--- src/rtl/secded_decode_arbiter.sv ---
// ---------------------------------------------------------------------------
// secded_decode_arbiter
//
// Two requesters share one SECDED (8,4) extended-Hamming decoder. A
// round-robin arbiter picks one valid codeword per cycle. The decoded result
// is held in a registered output stage with valid/ready handshaking.
// Saturating counters track corrected and uncorrectable words.
//
// Ports
//   clk       : clock, all state changes on the rising edge
//   reset     : synchronous, active-high reset
//   in_valid  : [1:0] per-requester codeword present
//   in_code   : [15:0] requester i codeword at [8i+7:8i]
//               (bit 7 = overall parity, bits 6:0 = Hamming(7,4))
//   in_ready  : [1:0] per-requester accept strobe (combinational)
//   out_valid : decoded result held
//   out_ready : consumer takes the held result
//   out_src   : requester index of the held result
//   out_data  : [3:0] decoded data nibble
//   out_code  : [7:0] corrected codeword (raw codeword on double error)
//   out_corr  : single error corrected (parity bit 7 included)
//   out_derr  : double error detected, not correctable
//   clr_cnt   : synchronous clear of both error counters
//   corr_cnt  : [CNT_W-1:0] saturating count of corrected words accepted
//   derr_cnt  : [CNT_W-1:0] saturating count of double-error words accepted
// ---------------------------------------------------------------------------
module secded_decode_arbiter #(
  parameter int CNT_W = 8
) (
  input  logic             clk,
  input  logic             reset,
  input  logic [1:0]       in_valid,
  input  logic [15:0]      in_code,
  output logic [1:0]       in_ready,
  output logic             out_valid,
  input  logic             out_ready,
  output logic             out_src,
  output logic [3:0]       out_data,
  output logic [7:0]       out_code,
  output logic             out_corr,
  output logic             out_derr,
  input  logic             clr_cnt,
  output logic [CNT_W-1:0] corr_cnt,
  output logic [CNT_W-1:0] derr_cnt
);

  localparam logic [CNT_W-1:0] CNT_MAX = {CNT_W{1'b1}};
  localparam logic [CNT_W-1:0] CNT_ONE = {{(CNT_W-1){1'b0}}, 1'b1};
  localparam logic [CNT_W-1:0] CNT_ZERO = {CNT_W{1'b0}};

  typedef struct packed {
    logic       derr;
    logic       corr;
    logic [7:0] code;
    logic [3:0] data;
  } dec_t;

  // Hamming(7,4) syndrome. Codeword bit position k (1..7) lives in c[k-1],
  // so a non-zero syndrome names the failing bit position directly.
  function automatic logic [2:0] hamming_syndrome(input logic [7:0] c);
    logic [2:0] s;
    s[0] = c[0] ^ c[2] ^ c[4] ^ c[6];
    s[1] = c[1] ^ c[2] ^ c[5] ^ c[6];
    s[2] = c[3] ^ c[4] ^ c[5] ^ c[6];
    return s;
  endfunction

  // Even overall parity across all eight bits; 1 means an odd number of flips.
  function automatic logic overall_parity(input logic [7:0] c);
    return ^c;
  endfunction

  // Full SECDED classification and correction of one codeword.
  function automatic dec_t secded_decode(input logic [7:0] c);
    dec_t       d;
    logic [2:0] s;
    logic       p;
    s      = hamming_syndrome(c);
    p      = overall_parity(c);
    d.code = c;
    d.corr = 1'b0;
    d.derr = 1'b0;
    case ({(s != 3'd0), p})
      2'b00: begin
        d.code = c;
      end
      2'b01: begin
        // Syndrome clean but parity odd: only the overall parity bit flipped.
        d.code = c ^ 8'h80;
        d.corr = 1'b1;
      end
      2'b11: begin
        d.code = c ^ (8'h01 << (s - 3'd1));
        d.corr = 1'b1;
      end
      2'b10: begin
        // Even parity with a non-zero syndrome can only be two flips.
        d.derr = 1'b1;
      end
      default: begin
        d.code = c;
      end
    endcase
    d.data = {d.code[6], d.code[5], d.code[4], d.code[2]};
    return d;
  endfunction

  logic             r_out_valid;
  logic             r_out_src;
  logic [3:0]       r_out_data;
  logic [7:0]       r_out_code;
  logic             r_out_corr;
  logic             r_out_derr;
  logic             r_last;
  logic [CNT_W-1:0] r_corr_cnt;
  logic [CNT_W-1:0] r_derr_cnt;

  logic             w_gnt;
  logic             w_slot_free;
  logic             w_accept;
  logic [7:0]       w_sel_code;
  dec_t             w_dec;

  // Round-robin grant: a lone requester always wins; on contention the
  // requester that did not win last time goes next.
  always_comb begin
    w_gnt = 1'b0;
    case (in_valid)
      2'b01:   w_gnt = 1'b0;
      2'b10:   w_gnt = 1'b1;
      2'b11:   w_gnt = ~r_last;
      default: w_gnt = 1'b0;
    endcase
  end

  assign w_slot_free = ~r_out_valid | out_ready;
  // Whenever any request is present the granted requester is valid, so the
  // accept needs only the OR of in_valid.
  assign w_accept    = (|in_valid) & w_slot_free & ~reset;
  assign w_sel_code  = w_gnt ? in_code[15:8] : in_code[7:0];
  assign w_dec       = secded_decode(w_sel_code);

  // Accept strobe routed back to the granted requester only.
  always_comb begin
    in_ready = 2'b00;
    if (w_accept) begin
      if (w_gnt) begin
        in_ready = 2'b10;
      end else begin
        in_ready = 2'b01;
      end
    end else begin
      in_ready = 2'b00;
    end
  end

  // Output holding stage: load on accept, drop valid on a drain-only cycle,
  // otherwise hold every field.
  always_ff @(posedge clk) begin
    if (reset) begin
      r_out_valid <= 1'b0;
      r_out_src   <= 1'b0;
      r_out_data  <= 4'h0;
      r_out_code  <= 8'h00;
      r_out_corr  <= 1'b0;
      r_out_derr  <= 1'b0;
    end else if (w_accept) begin
      r_out_valid <= 1'b1;
      r_out_src   <= w_gnt;
      r_out_data  <= w_dec.data;
      r_out_code  <= w_dec.code;
      r_out_corr  <= w_dec.corr;
      r_out_derr  <= w_dec.derr;
    end else if (out_ready) begin
      r_out_valid <= 1'b0;
    end else begin
      r_out_valid <= r_out_valid;
    end
  end

  // Last-grant pointer; starts at 1 so requester 0 wins the first contention.
  always_ff @(posedge clk) begin
    if (reset) begin
      r_last <= 1'b1;
    end else if (w_accept) begin
      r_last <= w_gnt;
    end else begin
      r_last <= r_last;
    end
  end

  // Corrected-word counter: clear wins over a same-cycle increment, and the
  // count sticks at all-ones instead of wrapping.
  always_ff @(posedge clk) begin
    if (reset || clr_cnt) begin
      r_corr_cnt <= CNT_ZERO;
    end else if (w_accept && w_dec.corr && (r_corr_cnt != CNT_MAX)) begin
      r_corr_cnt <= r_corr_cnt + CNT_ONE;
    end else begin
      r_corr_cnt <= r_corr_cnt;
    end
  end

  // Double-error counter, same clear/saturation behaviour as above.
  always_ff @(posedge clk) begin
    if (reset || clr_cnt) begin
      r_derr_cnt <= CNT_ZERO;
    end else if (w_accept && w_dec.derr && (r_derr_cnt != CNT_MAX)) begin
      r_derr_cnt <= r_derr_cnt + CNT_ONE;
    end else begin
      r_derr_cnt <= r_derr_cnt;
    end
  end

  assign out_valid = r_out_valid;
  assign out_src   = r_out_src;
  assign out_data  = r_out_data;
  assign out_code  = r_out_code;
  assign out_corr  = r_out_corr;
  assign out_derr  = r_out_derr;
  assign corr_cnt  = r_corr_cnt;
  assign derr_cnt  = r_derr_cnt;

endmodule

--- config.mk ---
export PLATFORM = sky130hd
export DESIGN_NAME = secded_decode_arbiter
export DESIGN_NICKNAME = d
export VERILOG_FILES = /design/src/rtl/secded_decode_arbiter.sv
export SDC_FILE = /design/constraint.sdc
export NUM_CORES = 1
export LEC_CHECK = 0
export ABC_CLOCK_PERIOD_IN_PS = 3100
export CELL_PAD_IN_SITES_DETAIL_PLACEMENT = 1
export CELL_PAD_IN_SITES_GLOBAL_PLACEMENT = 1
export CORE_AREA = 2 2 76 78
export CTS_BUF_LIST = sky130_fd_sc_hd__clkbuf_4
export DETAILED_ROUTE_END_ITERATION = 8
export DIE_AREA = 0 0 78 80
export GPL_TIMING_DRIVEN = 0
export PLACE_DENSITY_LB_ADDON = 0.3
export REMOVE_ABC_BUFFERS = 1
export SKIP_CTS_REPAIR_TIMING = 1
export SLEW_MARGIN = 20
export SYNTH_ARGS = -nofsm -noshare
export SYNTH_HDL_FRONTEND = slang
export SYNTH_SLANG_ARGS = --single-unit
--- constraint.sdc ---
create_clock -name clk -period 3.1 [get_ports clk]
set_input_delay 0.465 -clock clk [delete_from_list [all_inputs] [get_ports clk]]
set_output_delay 0.465 -clock clk [all_outputs]
set_load 0.01 [all_outputs]
# == After elaboration in Yosys (flattened, before gate mapping) ==
# Cells that the tools add are included.
# totals
reg_bits,33
in_bits,22
out_inout_bits,34
elab_cells,56
# op_classes
add_sub_neg,3
n_eq_ne,7
n_shift,1
n_mux,9
bitwise_logic,17
n_reduce_logical,10
# op_table
cell,count
$add 8x1->8 const B,2
$ne 8x8->1 const B,2
$pmux 8 s2,1
$xor 1x1->1,9
$eq 2x2->1 const B,4
$mux 8,1
$reduce_xor 8->1,1
$shl 1x3->8 const A,1
$xor 8x8->8,1
$logic_and 1x1->1,4
$mux 1,4
$mux 2,2
$not 1->1,4
$reduce_or 2->1,2
$reduce_bool 3->1,1
$sub 3x1->3 const B,1
$and 1x1->1,2
$eq 2x1->1 const B,1
$pmux 1 s2,1
$reduce_bool 2->1,1
$logic_or 1x1->1,1
$or 1x1->1,1

# == Depth between registers and ports, before layout ==
# depth
word_depth,12
ltp_mapped,11
depth_no_buf,9

# == Least setup slack after synthesis ==
# Ideal clock, no wire load.
# synth_path
path_type,in2reg
startpoint,input in_valid[0]
endpoint,register r_derr_cnt[5] (netlist: derr_cnt[5])
setup_ns,0.070
t_arrival_ns,2.650
required_ns,3.030
setup_slack_ns,0.380
stages,10
path_buffers,2
path_cell_list,nand2_1 and2_1 clkbuf_1 clkbuf_1 o21ai_0 ha_1 nor2_1 or4b_4 or3_1 a21oi_1
# synth_between
elab_chain_cells,11
word_cells_on_any_way,22
classes_between,eq/ne (3); mux (3); bitwise (11); reduce/logical (5)
# synth_rtl
element,line,rtl
start: declaration,32,"input logic [1:0] in_valid,"
$eq 2x2->1,128,case (in_valid)
$pmux 1 s2,128,
$mux 8,140,assign w_sel_code = w_gnt ? in_code[15:8] : in_code[7:0];
"$xor 1x1->1, on equally long branches (3 in a row)","62, 63, 64",
$reduce_bool 3->1,83,"case ({(s != 3'd0), p})"
$eq 2x2->1,83,
$mux 1,83,
$logic_and 1x1->1 * (2 in a row),208,end else if (w_accept && w_dec.derr && (r_derr_cnt != CNT_MAX)) begin
end signal: assignment,209,r_derr_cnt <= r_derr_cnt + CNT_ONE;
end signal: assignment,211,r_derr_cnt <= r_derr_cnt;
end: declaration,116,logic [CNT_W-1:0] r_derr_cnt;
# Every way passes the cells marked *; elsewhere a longest branch is shown, timed or not.
# A chain may end at the register's enable or synchronous reset.

# == Final worst setup path ==
# layout_path
startpoint,input in_code[13]
endpoint,register r_out_data[1] (netlist: out_data[1])
# layout_between
elab_chain_cells,7
word_cells_on_any_way,13
classes_between,add/sub (1); eq/ne (2); shift (1); mux (2); bitwise (5); reduce/logical (2)
# layout_rtl
element,line,rtl
start: declaration,33,"input logic [15:0] in_code,"
$mux 8 *,140,
"$xor 1x1->1, on equally long branches (2 in a row)","63, 64",
$sub 3x1->3,93,d.code = c ^ (8'h01 << (s - 3'd1));
$shl 1x3->8,93,
$xor 8x8->8,93,
$pmux 8 s2 *,83,
end signal: assignment,170,r_out_data <= w_dec.data;
end: declaration,110,logic [3:0] r_out_data;
# Marked as above.

==> results.cfg <==
[logic_synthesis]
yosysSeqAreaShare_pct = 30.7
async_reset_ff_share_pct = 0
syn_area_um2 = 1890
syn_inst = 223
ys_types = 40
synth_seq_cells = 29
synth_edf_count = 0
syn_area_per_cell_um2 = 8.47
synth_top_flop_cell = dfxtp_1
yosysWarnings = 0

[grt]
grt_pass1_wl_mm = 8.28
antenna_found_initial = 0
grt_util_met3_pct = 4.30
grt_usage_pct = 16.5
grt_start_max_net_pins = 21
grt_pass1_vias = 1747
grt_use_met2_pct = 28.2
grt_overflow = 0
grt-busiest-layer = met2
grt_use_met1_pct = 20.6

[setup_path]
r2r_slack_ns = 0.58
worst_setup_path_start_kind = primary input
critPathArrivalTime_ns = 3.16
endpoint_kind = flip-flop
cp_cell_sequence = clkdlybuf4s50_1, xnor2_1, nand2b_1, o221a_1, nor2_1, ha_2, nor3b_4, nor3_1, or4_1
startpoint = in_code[13]
crit_path_end = out_data[1]$_SDFFE_PP0P_
cp_max_fo = 6
slowest_stage = clkdlybuf4s50_1
slowest_delay_ns = 0.50
crit_family = simple AND/OR/NAND/NOR gates
crit_type = in -> reg
r2r-end = derr_cnt[7]$_SDFFE_PP0P_
r2r_cells = 9
cp_num_buf_inv = 1
timing.rr.start = r_last$_SDFFE_PP1P_
required_ns = 3.31
crit_cells = 9

[power_and_ir_drop]
switchingPower_uw = 413
switching_share_pct = 33.9
p_leak_uw = 0.000968
clockPowerShare_pct = 25.9
powerDensity_nw_per_um2 = 469
peakVddDrop_v = 0.000272
seqPwrFrac_pct = 35.1
p_int_uw = 805
p_comb_share_pct = 39.0

[final_layout]
diodes = 0
final_cell_mix = 54 x clkdlybuf4s50_1, 29 x dfxtp_1, 22 x nor2_1
fin_area_um2 = 2600
final_nets = 297
num-fill-cells = 651
multi_input_area_um2 = 1280
final_common_cell = clkdlybuf4s50_1
areaGrowthSynthToFinish_pct = 37.5
final_layout_size_suffix_gt1_share_pct = 9.52
post-route-util_pct = 48.1
seq_area_um2 = 581

[sta]
period_share_pct = 95.3
slew_violations = 0
holdWs_ns = 0.481
fin_ws_ns = 0.145
finalHoldViolCount = 0
grt_setup_unrepaired = no
finalCriticalPeriod_ns = 2.96
fmax_mhz = 338
setup_violations = 0
tightest_slew_ns = 0.664
maxSlewHeadroom_pct = 55.5
skew_ns = 0.0155

[floorplanning]
core_area_um2 = 5410
pin_count = 56
die_area_um2 = 6240
die_x_um = 78
rows = 27
die_y_um = 80
start_util_pct = 35.0

[drt]
vias = 1810
avgViaCountPerCell = 5.25
drt_iter0_drc = 36
routed_wirelength_mm = 5.02
postRouteAntennaNets = 0
drc = 0
first_pass_iters = 4
wl_per_cell_um = 14.6

[placement]
placed_area_um2 = 2460
dp_hpwl_mm = 3.79
routabilityCongestion = 0.792
place_ws_ns = -0.501
io_buffers = 55

[cts]
cts_tree = done
cts.clk_slew.worst_paths_ns = 0.11
clk_latency_ns = 0.34
ctsHtreeMaxLevel = 2
cts-root-buf = clkbuf_4
numClockSinks = 29
clockBufferDepth = 2
cts_buffers = 5

[min_path]
min_path_type = reg -> reg

[run]
drv_cap = 0

[status]
status = completed
layout make-up:
class / instances / area share [%]
timing repair buffer: 56 / 21.6
inverter: 2 / 0.289
clock inverter: 3 / 1.59
clock buffer: 5 / 1.44
sequential: 29 / 22.3
tap: 72 / 3.47
multi-input combinational: 178 / 49.3
metrics by stage:
step,total power (uW),cells,setup TNS [ns]
after floorplan,711,209,0
after global placement,888,336,-3.99
after detailed placement,899,336,-5.56
after CTS,1210,344,-1.22
after global routing,1290,345,0
final,1220,345,0
power groups by stage:
stage / logic (uW) / clock network, uW / registers (uW)
after floorplan: 255 / 0 / 455
after global placement: 452 / 0 / 435
after detailed placement: 462 / 0 / 437
after CTS: 464 / 321 / 428
after global routing: 512 / 341 / 433
final: 475 / 316 / 427
flip-flops by register name, summed over array words and instances, names as in the netlist:
register / cells
out_data: 3
out_valid: 1
corr_cnt: 8
r_last: 1
out_code: 5
out_src: 1
derr_cnt: 8
out_derr: 1
out_corr: 1
routing by layer:
layer / wire [um] / share of wire (%) / up-vias
met4: 54 / 1.1 / 0
met1: 2280 / 45 / 866
met2: 2470 / 49 / 36
met5: 0 / 0 / -
li1: - / - / 901
met3: 212 / 4.2 / 7
how the worst min path moves through the flow:
stage / startpoint / to / slack [ns] / depth (start not counted)
5_1_grt: out_derr$_SDFFE_PP0P_ / out_derr$_SDFFE_PP0P_ / 0.53 / 2
4_1_cts: out_derr$_SDFFE_PP0P_ / out_derr$_SDFFE_PP0P_ / 0.48 / 2
3_3_place_gp: out_derr$_SDFFE_PP0P_ / out_derr$_SDFFE_PP0P_ / 0.46 / 2
2_1_floorplan: r_last$_SDFFE_PP1P_ / r_last$_SDFFE_PP1P_ / 0.44 / 2
6_report: out_derr$_SDFFE_PP0P_ / out_derr$_SDFFE_PP0P_ / 0.48 / 2
3_5_place_dp: out_derr$_SDFFE_PP0P_ / out_derr$_SDFFE_PP0P_ / 0.47 / 2
worst reg2reg max path, cell delays in order (launching register included):
cell     delay (ns)
dfxtp_1        0.34
nand2_1        0.08
and2_4         0.26
o221a_1        0.28
nor2_1         0.10
ha_2           0.26
nor2_2         0.16
or4b_4         0.51
or3_1          0.32
a21oi_1        0.14
synth_stat cells (2+ instances only):
master    instances  share of area [%]
or4_1             3                1.2
and2_1            2               0.66
o311ai_1          4                1.9
or3_1             3               0.99
xor2_1           14                6.5
a31oi_1           5                1.7
ha_1              3                2.0
nand3b_1          2               0.79
nand3_1          11                2.9
nor2_1           23                4.6
buf_4             4                1.6
xnor2_2           4                3.4
o21ai_0           2               0.53
o31ai_1           3                1.2
o21ai_1           5                1.3
clkbuf_1          8                1.6
nand2_1          16                3.2
a21oi_1           7                1.9
nor3_1           12                3.2
nand4_1           7                2.3
and3_1            7                2.3
xnor2_1          16                7.4
mux2i_1          10                5.3
and4_1            3                1.4
a311o_1           2                1.1
nand2b_1          5                1.7
dfxtp_1          29                 31
cell families (layout without fill, tap and decap cells):
| logic type | Yosys count | count (layout) | share of synthesized area (%) |
|---|---|---|---|
| AND/OR/NAND/NOR | 101 | 101 | 29.3 |
| AO/OA/AOI/OAI | 29 | 29 | 10.1 |
| adder cells (fa/ha/maj) | 3 | 3 | 1.99 |
| multiplexers | 11 | 11 | 6.49 |
| XOR/XNOR | 34 | 34 | 17.4 |
| flip-flops | 29 | 29 | 30.7 |
| buffers and inverters | 16 | 66 | 4.04 |
(Power assumes the default switching activity.)
